**src/rtl/sprite_pkg.sv**
```systemverilog
// Shared constants, state encoding and ROM request payload for the sprite line scheduler.
package sprite_pkg;

    localparam logic [1:0] ORIENT_UP    = 2'd0;
    localparam logic [1:0] ORIENT_RIGHT = 2'd1;
    localparam logic [1:0] ORIENT_DOWN  = 2'd2;
    localparam logic [1:0] ORIENT_LEFT  = 2'd3;

    localparam logic [3:0] SPRITE_ID_EMPTY = 4'hF;
    localparam logic [7:0] BLANK_ROW       = 8'hFF;

    localparam int unsigned SPRITE_HEIGHT = 8;
    localparam int unsigned ROW_IDX_W     = 3;

    typedef enum logic [1:0] {
        ST_IDLE   = 2'd0,
        ST_SCAN   = 2'd1,
        ST_DRAIN  = 2'd2,
        ST_COMMIT = 2'd3
    } state_t;

    typedef struct packed {
        logic [3:0]           sprite_id;
        logic [1:0]           orientation;
        logic [ROW_IDX_W-1:0] line_index;
    } rom_req_t;

endpackage

```
**src/rtl/sprite_row_hit.sv**
```systemverilog
// Combinational row test for one entity slot: does its 8-row sprite cover scanline i_y.
module sprite_row_hit #(
    parameter int unsigned Y_WIDTH = 10
) (
    input  logic [Y_WIDTH-1:0] i_y,
    input  logic [Y_WIDTH-1:0] i_ent_y,
    input  logic               i_valid,
    output logic               o_hit_c,
    output logic [2:0]         o_line_index_c
);
    import sprite_pkg::*;

    logic [Y_WIDTH-1:0] w_diff;

    // Modulo subtraction lets sprites straddling the Y wrap still hit.
    assign w_diff         = i_y - i_ent_y;
    assign o_hit_c        = i_valid && (w_diff < Y_WIDTH'(SPRITE_HEIGHT));
    assign o_line_index_c = w_diff[2:0];

endmodule

```
**src/rtl/sprite_line_scheduler.sv**
```systemverilog
// Per-scanline sprite ROM sequencer with shadow line buffer and atomic commit.
// Optional hit cap per line enabled by defining SPRITE_LINE_LIMIT_EN.
module sprite_line_scheduler #(
    parameter int unsigned NUM_ENTITIES = 4,
    parameter int unsigned Y_WIDTH      = 10
`ifdef SPRITE_LINE_LIMIT_EN
  , parameter int unsigned MAX_PER_LINE = 2
`endif
) (
    input  logic                      clk,
    input  logic                      reset,
    input  logic                      line_start,
    input  logic [Y_WIDTH-1:0]        next_y,
    input  logic [NUM_ENTITIES-1:0]   ent_valid,
    input  logic [NUM_ENTITIES*Y_WIDTH-1:0] ent_y,
    input  logic [NUM_ENTITIES*4-1:0] ent_sprite_id,
    input  logic [NUM_ENTITIES*2-1:0] ent_orientation,
    output logic [3:0]                rom_sprite_id,
    output logic [1:0]                rom_orientation,
    output logic [2:0]                rom_line_index,
    input  logic [7:0]                rom_data,
    output logic [NUM_ENTITIES*8-1:0] line_pixels,
    output logic [NUM_ENTITIES-1:0]   line_hit,
    output logic                      busy,
    output logic                      done,
    output logic                      overrun,
    output logic                      line_dropped
);
    import sprite_pkg::*;

    localparam int unsigned SLOT_W = (NUM_ENTITIES > 1) ? $clog2(NUM_ENTITIES) : 1;
    localparam int unsigned PIX_W  = NUM_ENTITIES * 8;

    state_t                  r_state, w_state_nxt;
    logic [SLOT_W-1:0]       r_slot, w_sel_slot;
    logic                    r_drain_cnt;
    logic [Y_WIDTH-1:0]      r_y, w_cmp_y;
    logic                    w_issue, w_commit;

    logic [Y_WIDTH-1:0]      w_sel_y;
    logic [3:0]              w_sel_id;
    logic [1:0]              w_sel_ori;
    logic                    w_sel_valid;
    logic                    w_hit, w_hit_eff;
    logic [2:0]              w_line_index;

    rom_req_t                r_rom_req;
    logic                    r_vld1, r_vld2, r_hit1, r_hit2;
    logic [SLOT_W-1:0]       r_idx1, r_idx2;
    logic [PIX_W-1:0]        r_shadow, r_line_pixels;
    logic [NUM_ENTITIES-1:0] r_shadow_hit, r_line_hit;
    logic                    r_busy, r_done, r_overrun;

    always_ff @(posedge clk or negedge reset) begin
        if (!reset) r_state <= ST_IDLE;
        else        r_state <= w_state_nxt;
    end

    // Request for slot 0 is issued on the accepting edge; SCAN issues the rest back to back.
    always_comb begin
        w_state_nxt = r_state;
        w_issue     = 1'b0;
        w_commit    = 1'b0;
        w_sel_slot  = '0;
        w_cmp_y     = next_y;
        unique case (r_state)
            ST_IDLE: begin
                if (line_start) begin
                    w_issue     = 1'b1;
                    w_state_nxt = ST_SCAN;
                end
            end
            ST_SCAN: begin
                w_sel_slot = r_slot + SLOT_W'(1);
                w_cmp_y    = r_y;
                w_issue    = 1'b1;
                if (w_sel_slot == SLOT_W'(NUM_ENTITIES - 1)) w_state_nxt = ST_DRAIN;
            end
            ST_DRAIN: begin
                if (r_drain_cnt) w_state_nxt = ST_COMMIT;
            end
            ST_COMMIT: begin
                w_commit    = 1'b1;
                w_state_nxt = ST_IDLE;
            end
            default: w_state_nxt = ST_IDLE;
        endcase
    end

    assign w_sel_y     = ent_y[w_sel_slot*Y_WIDTH +: Y_WIDTH];
    assign w_sel_id    = ent_sprite_id[w_sel_slot*4 +: 4];
    assign w_sel_ori   = ent_orientation[w_sel_slot*2 +: 2];
    assign w_sel_valid = ent_valid[w_sel_slot];

    sprite_row_hit #(
        .Y_WIDTH (Y_WIDTH)
    ) u_row_hit (
        .i_y            (w_cmp_y),
        .i_ent_y        (w_sel_y),
        .i_valid        (w_sel_valid),
        .o_hit_c        (w_hit),
        .o_line_index_c (w_line_index)
    );

`ifdef SPRITE_LINE_LIMIT_EN
    localparam int unsigned CNT_W = $clog2(NUM_ENTITIES + 1);

    logic [CNT_W-1:0] r_hit_cnt, w_cnt_cur;
    logic             r_drop_seen, w_drop_cur, w_under_cap, r_line_dropped;

    // Counts start fresh on the accepting edge, so IDLE reads them as zero.
    always_comb begin
        w_cnt_cur   = (r_state == ST_IDLE) ? '0   : r_hit_cnt;
        w_drop_cur  = (r_state == ST_IDLE) ? 1'b0 : r_drop_seen;
        w_under_cap = 32'(w_cnt_cur) < MAX_PER_LINE;
        w_hit_eff   = w_hit && w_under_cap;
    end

    always_ff @(posedge clk or negedge reset) begin
        if (!reset) begin
            r_hit_cnt      <= '0;
            r_drop_seen    <= 1'b0;
            r_line_dropped <= 1'b0;
        end else begin
            r_line_dropped <= 1'b0;
            if (w_issue) begin
                r_hit_cnt   <= w_cnt_cur + CNT_W'(w_hit_eff);
                r_drop_seen <= w_drop_cur | (w_hit & ~w_under_cap);
            end
            if (w_commit) r_line_dropped <= r_drop_seen;
        end
    end

    assign line_dropped = r_line_dropped;
`else
    assign w_hit_eff    = w_hit;
    assign line_dropped = 1'b0;
`endif

    always_ff @(posedge clk or negedge reset) begin
        if (!reset) r_drain_cnt <= 1'b0;
        else        r_drain_cnt <= (r_state == ST_DRAIN) ? ~r_drain_cnt : 1'b0;
    end

    // Request, two-stage hit/slot pipeline to the ROM return, shadow capture and commit.
    always_ff @(posedge clk or negedge reset) begin
        if (!reset) begin
            r_slot        <= '0;
            r_y           <= '0;
            r_rom_req     <= '{sprite_id: SPRITE_ID_EMPTY, orientation: ORIENT_UP, line_index: '0};
            r_vld1        <= 1'b0;
            r_vld2        <= 1'b0;
            r_hit1        <= 1'b0;
            r_hit2        <= 1'b0;
            r_idx1        <= '0;
            r_idx2        <= '0;
            r_shadow      <= {NUM_ENTITIES{BLANK_ROW}};
            r_shadow_hit  <= '0;
            r_line_pixels <= {NUM_ENTITIES{BLANK_ROW}};
            r_line_hit    <= '0;
            r_busy        <= 1'b0;
            r_done        <= 1'b0;
            r_overrun     <= 1'b0;
        end else begin
            r_done <= 1'b0;
            if (line_start && (r_state != ST_IDLE)) r_overrun <= 1'b1;
            if ((r_state == ST_IDLE) && line_start) begin
                r_y    <= next_y;
                r_busy <= 1'b1;
            end
            if (w_issue) begin
                r_rom_req.sprite_id   <= w_hit_eff ? w_sel_id : SPRITE_ID_EMPTY;
                r_rom_req.orientation <= w_sel_ori;
                r_rom_req.line_index  <= w_line_index;
                r_slot                <= w_sel_slot;
            end
            r_vld1 <= w_issue;
            r_hit1 <= w_hit_eff;
            r_idx1 <= w_sel_slot;
            r_vld2 <= r_vld1;
            r_hit2 <= r_hit1;
            r_idx2 <= r_idx1;
            if (r_vld2) begin
                r_shadow[r_idx2*8 +: 8] <= r_hit2 ? rom_data : BLANK_ROW;
                r_shadow_hit[r_idx2]    <= r_hit2;
            end
            if (w_commit) begin
                r_line_pixels <= r_shadow;
                r_line_hit    <= r_shadow_hit;
                r_done        <= 1'b1;
                r_busy        <= 1'b0;
            end
        end
    end

    assign rom_sprite_id   = r_rom_req.sprite_id;
    assign rom_orientation = r_rom_req.orientation;
    assign rom_line_index  = r_rom_req.line_index;
    assign line_pixels     = r_line_pixels;
    assign line_hit        = r_line_hit;
    assign busy            = r_busy;
    assign done            = r_done;
    assign overrun         = r_overrun;

endmodule

```
**config.mk**
```make
export PLATFORM = sky130hd
export DESIGN_NAME = sprite_line_scheduler
export DESIGN_NICKNAME = d
export VERILOG_FILES = /design/src/rtl/sprite_pkg.sv /design/src/rtl/sprite_row_hit.sv /design/src/rtl/sprite_line_scheduler.sv
export SDC_FILE = /design/constraint.sdc
export NUM_CORES = 1
export LEC_CHECK = 0
export ABC_AREA = 1
export ABC_CLOCK_PERIOD_IN_PS = 2800
export CAP_MARGIN = 20
export CORE_MARGIN = 10
export CORE_UTILIZATION = 41
export DETAILED_ROUTE_END_ITERATION = 6
export HOLD_SLACK_MARGIN = 0.15
export MAX_ROUTING_LAYER = met4
export PLACE_DENSITY = 0.68
export SKIP_LAST_GASP = 1
export SLEW_MARGIN = 20
export SYNTH_ARGS = -nofsm -noshare
export SYNTH_HDL_FRONTEND = slang
export SYNTH_SLANG_ARGS = --single-unit
```
**constraint.sdc**
```tcl
create_clock -name clk -period 2.8 [get_ports clk]
set_input_delay 0.28 -clock clk [delete_from_list [all_inputs] [get_ports clk]]
set_output_delay 0.28 -clock clk [all_outputs]
set_load 0.03 [all_outputs]
```
# == After elaboration in Yosys (flattened, before gate mapping) ==
# Cells that the tools add are included.
# word_totals
ff_bits,107
inputBits,89
output_inout_bits,49
wordCells,70
# classes
addsub,3
mul,1
magnitude_cmp,4
n_eq_ne,7
shift,5
n_mux,21
bitwise,1
n_reduce_logical,8
# ops
op,n
40-bit by 7-bit indexed part select with 10-bit output,1
5-bit negator with 34-bit output,1
"8-bit by 34-bit variable shift with 32-bit output, first input constant",1
8-bit by 34-bit indexed part select with 32-bit output,1
32-bit bitwise mux,1
16-bit by 5-bit indexed part select with 4-bit output,1
"10-bit by 4-bit less-than comparator with 1-bit output, second input constant",1
10-bit 2-to-1 mux,1
10-bit subtractor,1
1-bit 2-to-1 mux,8
2-bit 2-to-1 mux,4
8-bit 2-to-1 mux,1
2-bit one-hot mux with 4 select lines,1
8-bit by 4-bit indexed part select with 2-bit output,1
"2-bit == test, second input constant",3
"2-bit by 3-bit less-than comparator with 1-bit output, second input constant",2
"2-bit inequality test, second input constant",3
"2-bit by 3-bit multiplier with 5-bit output, second input constant",1
4-bit bitwise mux,1
1-bit logical AND,4
4-bit 2-to-1 mux,1
2-bit nonzero test,2
3-bit AND reduction,1
"2-bit by 1-bit adder with 2-bit output, second input constant",1
7 further kinds,7

# == Depth between registers and ports, before layout ==
# logic_depth
ltp_word,8
ltp_mapped,21
mapped_depth_nobuf,19

# == Cells and area by module ==
# Synthesis repeated with hierarchy kept, for this count alone.
# unflattened
cells_unflattened,673
area_unflattened_um2,5602.9
# modules_own_cells
mod,n_inst,cells_per_inst,area_per_inst_um2,seq_area_each_um2
sprite_line_scheduler,1,571,5054.8,2762.6
sprite_row_hit,1,102,548.0,0.0

# == Worst setup path after synthesis ==
# Ideal clock, no wire load.
# synth_timing
path_kind,register to register
start,register r_slot[0]
end,"register r_rom_req, in the netlist rom_sprite_id[1]"
setup_ps,84
arrival_time_ps,2814
required_ps,2716
slack_ps,-98
path_stages_with_launch,20
path_buffers,2
period_less_slack_ps,2898
cell_sequence,dfrtp_1 > inv_2 > buf_6 > ha_1 > inv_1 > nand2_4 > clkbuf_1 > o21ai_0 > o22ai_1 > ha_1 > inv_1 > fa_1 > nand3_1 > nand2_1 > nand2_1 > nand3b_1 > nand2_1 > nand3_1 > nor2_4 > a21oi_1
# synth_between
elab_chain_len,8
elab_cells_between_ends,11
classes_between,2 x add/sub; 1 x mul; 1 x order compare; 2 x shift; 4 x mux; 1 x reduce/logical
# synth_rtl
item,line_no,source
start: declaration,sprite_line_scheduler.sv:35,"logic [SLOT_W-1:0] r_slot, w_sel_slot;"
start signal: assignment,sprite_line_scheduler.sv:175,r_slot <= w_sel_slot;
2-bit by 1-bit adder with 2-bit output *,sprite_line_scheduler.sv:74,w_sel_slot = r_slot + SLOT_W'(1);
2-bit 2-to-1 mux *,sprite_line_scheduler.sv:66,unique case (r_state)
2-bit by 3-bit multiplier with 5-bit output,sprite_line_scheduler.sv:90,assign w_sel_y = ent_y[w_sel_slot*Y_WIDTH +: Y_WIDTH];
40-bit by 7-bit indexed part select with 10-bit output,sprite_line_scheduler.sv:90,
10-bit subtractor,sprite_row_hit.sv:16,assign w_diff = i_y - i_ent_y;
10-bit by 4-bit less-than comparator with 1-bit output,sprite_row_hit.sv:17,assign o_hit_c = i_valid && (w_diff < Y_WIDTH'(SPRITE_HEIGHT));
1-bit logical AND *,sprite_row_hit.sv:17,
net u_row_hit.o_hit_c,sprite_row_hit.sv:8,"output logic o_hit_c,"
4-bit 2-to-1 mux *,sprite_line_scheduler.sv:172,r_rom_req.sprite_id <= w_hit_eff ? w_sel_id : SPRITE_ID_EMPTY;
end signal: assignment,sprite_line_scheduler.sv:150,"r_rom_req <= '{sprite_id: SPRITE_ID_EMPTY, orientation: ORIENT_UP, line_index: '0};"
end: declaration,sprite_line_scheduler.sv:47,rom_req_t r_rom_req;
# The timed path passes the listed nets; every way through them passes the cells marked *. The select of a mux whose other input is x is not followed.
# A chain may end at the register's enable or synchronous reset.

# == Final worst setup path ==
# layout_timing
start,register r_state[1]
end,"register r_rom_req, in the netlist rom_sprite_id[3]"
# layout_between
elab_chain_len,8
elab_cells_between_ends,14
classes_between,1 x add/sub; 1 x mul; 1 x order compare; 1 x eq/ne; 2 x shift; 6 x mux; 2 x reduce/logical
# layout_rtl
item,line_no,source
start: declaration,sprite_line_scheduler.sv:34,"state_t r_state, w_state_nxt;"
start signal: assignment,sprite_line_scheduler.sv:56,else r_state <= w_state_nxt;
2-bit by 1-bit == test with 1-bit output *,sprite_line_scheduler.sv:66,
2-bit 2-to-1 mux,sprite_line_scheduler.sv:66,
2-bit by 3-bit multiplier with 5-bit output,sprite_line_scheduler.sv:90,
40-bit by 7-bit indexed part select with 10-bit output,sprite_line_scheduler.sv:90,
10-bit subtractor,sprite_row_hit.sv:16,
10-bit by 4-bit less-than comparator with 1-bit output,sprite_row_hit.sv:17,
1-bit logical AND *,sprite_row_hit.sv:17,
net u_row_hit.o_hit_c,sprite_row_hit.sv:8,
4-bit 2-to-1 mux *,sprite_line_scheduler.sv:172,
# Marks and branches as above.

==> impl_results.md <==
- Routed WL per cell: 16.3 um
- Synth cell types: 35
- Post-layout util: 59.5%
- CTS clock-pin slew for the worst setup and hold paths: 0.08 ns
- Most common cell after layout, fill and taps aside: nand2_1
- R2R depth: 17
- HP Start: r_idx1[1]$_DFF_PN0_
- WP data required: 3.08 ns
- Peak supply drop: 0.472 mV
- Crit Reg-Reg Startpoint: r_state[1]$_DFFE_PN0P_
- Post-Route Setup TNS: 0 ns
- Worst reg2reg path endpoint: rom_sprite_id[3]$_DFFE_PN1P_
- GP Congestion: 0.857
- Gr usage total: 17.3%
- Fillcell total: 1,067
- Clock tree from TritonCTS: yes
- Post-Syn Instances: 620
- Share of layout cells above drive strength 1: 23.3%
- Mapped Area: 0.00543 sq mm
- Num ports: 138
- Post-route minimum period: 2.67 ns
- Worst-path cell chain: inv_2 -> ha_4 -> buf_6 -> nand2_8 -> buf_4 -> o22ai_2 -> ha_2 -> inv_1 -> fa_2 -> nand3_2 -> nand3_1 -> nand2_1 -> nand3_1 -> nor2_1 -> nand3_1 -> nor2_4 -> a21oi_1
- Hold Violations, Final: 0
- Crit path max-delay cell type: dfrtp_1
- Die area: 0.0182 sq mm
- Slew headroom: 45.9%
- H-tree depth: 3
- First-pass GRT wire length: 24,700 um
- Die width: 135 um
- Min-Delay Path Class: reg -> reg
- Crit-path max cell delay: 0.40 ns
- Post-synth top area cell: dfstp_2
- Hold Path End: r_idx2[1]$_DFF_PN0_
- Crit path buffers/inverters: 4
- TritonCTS Sinks: 107
- Diode count: 0
- Vias per cell: 4.99
- Syn_nets: 729
- Delay-heaviest family, CP: simple AND/OR/NAND/NOR gates
- WP data arrival: 2.95 ns
- Post-synthesis sequential area ratio: 50.9%
- Die height: 135 um
- Total core area: 0.0128 sq mm
- Flops & latches, synth: 107
- Fin crit share: 95.5%
- Pins Over Slew Limit: 0
- Clk buf depth: 2
- DRT antenna net count: 0
- Largest cells by area after synthesis: dfstp_2 33%, dfrtp_1 18%, nand2_1 10%
- Worst hold path depth: 0
- Crit path max fanout: 8
- Crit path launch type: register
- Site row count: 41
- CP Class: reg -> reg
- Worst slew pin tran: 0.811 ns
- Final Skew: 0.0127 ns
- Leakage: 3.32 nW
- Via count: 4,721
- Outcome: finished clean
- Reg2reg setup slack: 0.13 ns
- Global route total overflow: 0
- Most frequent cells in the layout: 144 x nand2_1, 135 x clkdlybuf4s50_1, 68 x dfstp_2
- Initial Util: 42.5%
- Skew-Pair Late Insertion Delay: 0.35 ns
- Vias in the first global route: 4,956
- Input/output buffers: 136
- Setup violations, final: 0
- Drt pass-1 iters: 7
- Initial antenna violation count: 0
- Final WL: 15,400 um
- Num CTS Buffers: 9
- Pwr/cell area: 1250 mW/mm^2
- MaxCap Viol Count: 0
- Synthesis-to-layout area growth: 39.9%
- Ys Warns: 0
- Root Driver: clkbuf_16
- DRT iter0 DRCs: 297
- Top-area cell type share of the netlist area: 32.9%
- Max Freq: 374 MHz
- Syn Area/Cell: 8.76 sq um
- Final #Nets: 878
- DPL Wire Length: 11,600 um
- Critical Path End Type: register
- DRC Markers: 0
- Largest net degree at the start of global routing: 60
- Most frequent CP cell: nand3_1
==> worst max-delay path by stage <==
stage | cells past startpoint | end | from
after global routing | 18 | rom_sprite_id[1]$_DFFE_PN1P_ | r_slot[0]$_DFFE_PN0P_
after CTS | 16 | rom_sprite_id[3]$_DFFE_PN1P_ | r_state[1]$_DFFE_PN0P_
final | 17 | rom_sprite_id[3]$_DFFE_PN1P_ | r_state[1]$_DFFE_PN0P_
after global placement | 17 | rom_sprite_id[1]$_DFFE_PN1P_ | r_state[1]$_DFFE_PN0P_
after floorplan | 19 | rom_sprite_id[1]$_DFFE_PN1P_ | r_state[1]$_DFFE_PN0P_
after detailed placement | 17 | rom_sprite_id[3]$_DFFE_PN1P_ | r_state[1]$_DFFE_PN0P_
==> synthesized netlist by cell type <==
cell      count
buf_1         1
o21ai_0      64
nor2_4        1
conb_1        1
a32o_1        7
a211oi_1      1
xnor2_1       2
nand3b_1      2
a22oi_1       1
mux2_2       25
nor3_1        2
dfrtp_1      39
dfstp_2      68
ha_1         19
clkbuf_1     15
clkinv_1      2
buf_6         3
o21ai_1       1
nor2_1       54
nand2_1     147
o22ai_1       6
nand3_1      40
buf_2         8
fa_1          1
or2_1         1
inv_2         4
a21oi_1      30
a31oi_1       3
or2_2         9
nand2_4       2
nand4_1       1
inv_1        54
o32ai_1       3
buf_4         1
o21bai_1      2
==> sequential cells by signal, summed over array words and instances (netlist names), 2 cells and up <==
register	count
r_shadow_hit	4
rom_line_index	3
r_idx1	2
r_shadow	32
rom_sprite_id	4
r_slot	2
r_y	10
r_idx2	2
line_hit	4
line_pixels	32
r_state	2
rom_orientation	2
==> cell type report <==
cell class / instances / area [sq um] / share of cell area, %
Sequential cell: 107 / 2760 / 36.4
Multi-Input combinational cell: 426 / 2450 / 32.3
Timing Repair Buffer: 165 / 1620 / 21.4
Inverter: 60 / 228 / 3.00
Clock buffer: 9 / 225 / 2.97
Tap cell: 172 / 215 / 2.83
Clock inverter: 7 / 88.8 / 1.17
==> where the power goes <==
group / internal [mW] / switching, mW / leakage, nW
combinational: 2.28 / 3.08 / 1.97
sequential: 2.48 / 0.349 / 1.20
clock: 0.649 / 0.656 / 0.153
==> through the flow <==
step                worst slack, ns  area [sq um]  hold WS, ns  power, mW  std cells
floorplan                    0.0191          5430      -0.0156       6.06        620
global placement            -0.0160          7060        0.323       7.61        921
detailed placement           -0.196          7060        0.333       7.76        921
CTS                         0.00273          7490        0.358       9.31        944
global route               -0.00488          7590        0.364       10.3        946
finish                        0.126          7590        0.356       9.50        946
==> timing repair <==
item	CTS	global route
pin swaps	4	3
setup endpoints to repair	5	5
setup buffers	5	2
cloned	1	0
hold buffers	1	0
resized for setup	11	27
endpoints found under the hold margin	7	0
==> layer usage <==
| layer | wire [um] | part of all wire (%) | GRT usage [%] | vias to the layer above |
|---|---|---|---|---|
| met5 | 0 | 0 | - | - |
| li1 | - | - | - | 2328 |
| met3 | 820 | 5.3 | 3.82 | 14 |
| met2 | 7680 | 50 | 28.9 | 156 |
| met4 | 164 | 1.1 | 5.08 | 0 |
| met1 | 6730 | 44 | 20.4 | 2223 |
==> kinds of logic after synthesis <==
| group | count (synthesis) | share of synthesized area, % |
|---|---|---|
| buf+inv | 88 | 6.75 |
| flops | 107 | 50.9 |
| compound gates | 118 | 12.1 |
| xor+xnor | 2 | 0.323 |
| other cells | 1 | 0.0691 |
| mux | 25 | 5.18 |
| simple gates | 259 | 19.9 |
| fa+ha+maj | 20 | 4.75 |
Power figures use the tool's default switching activity.
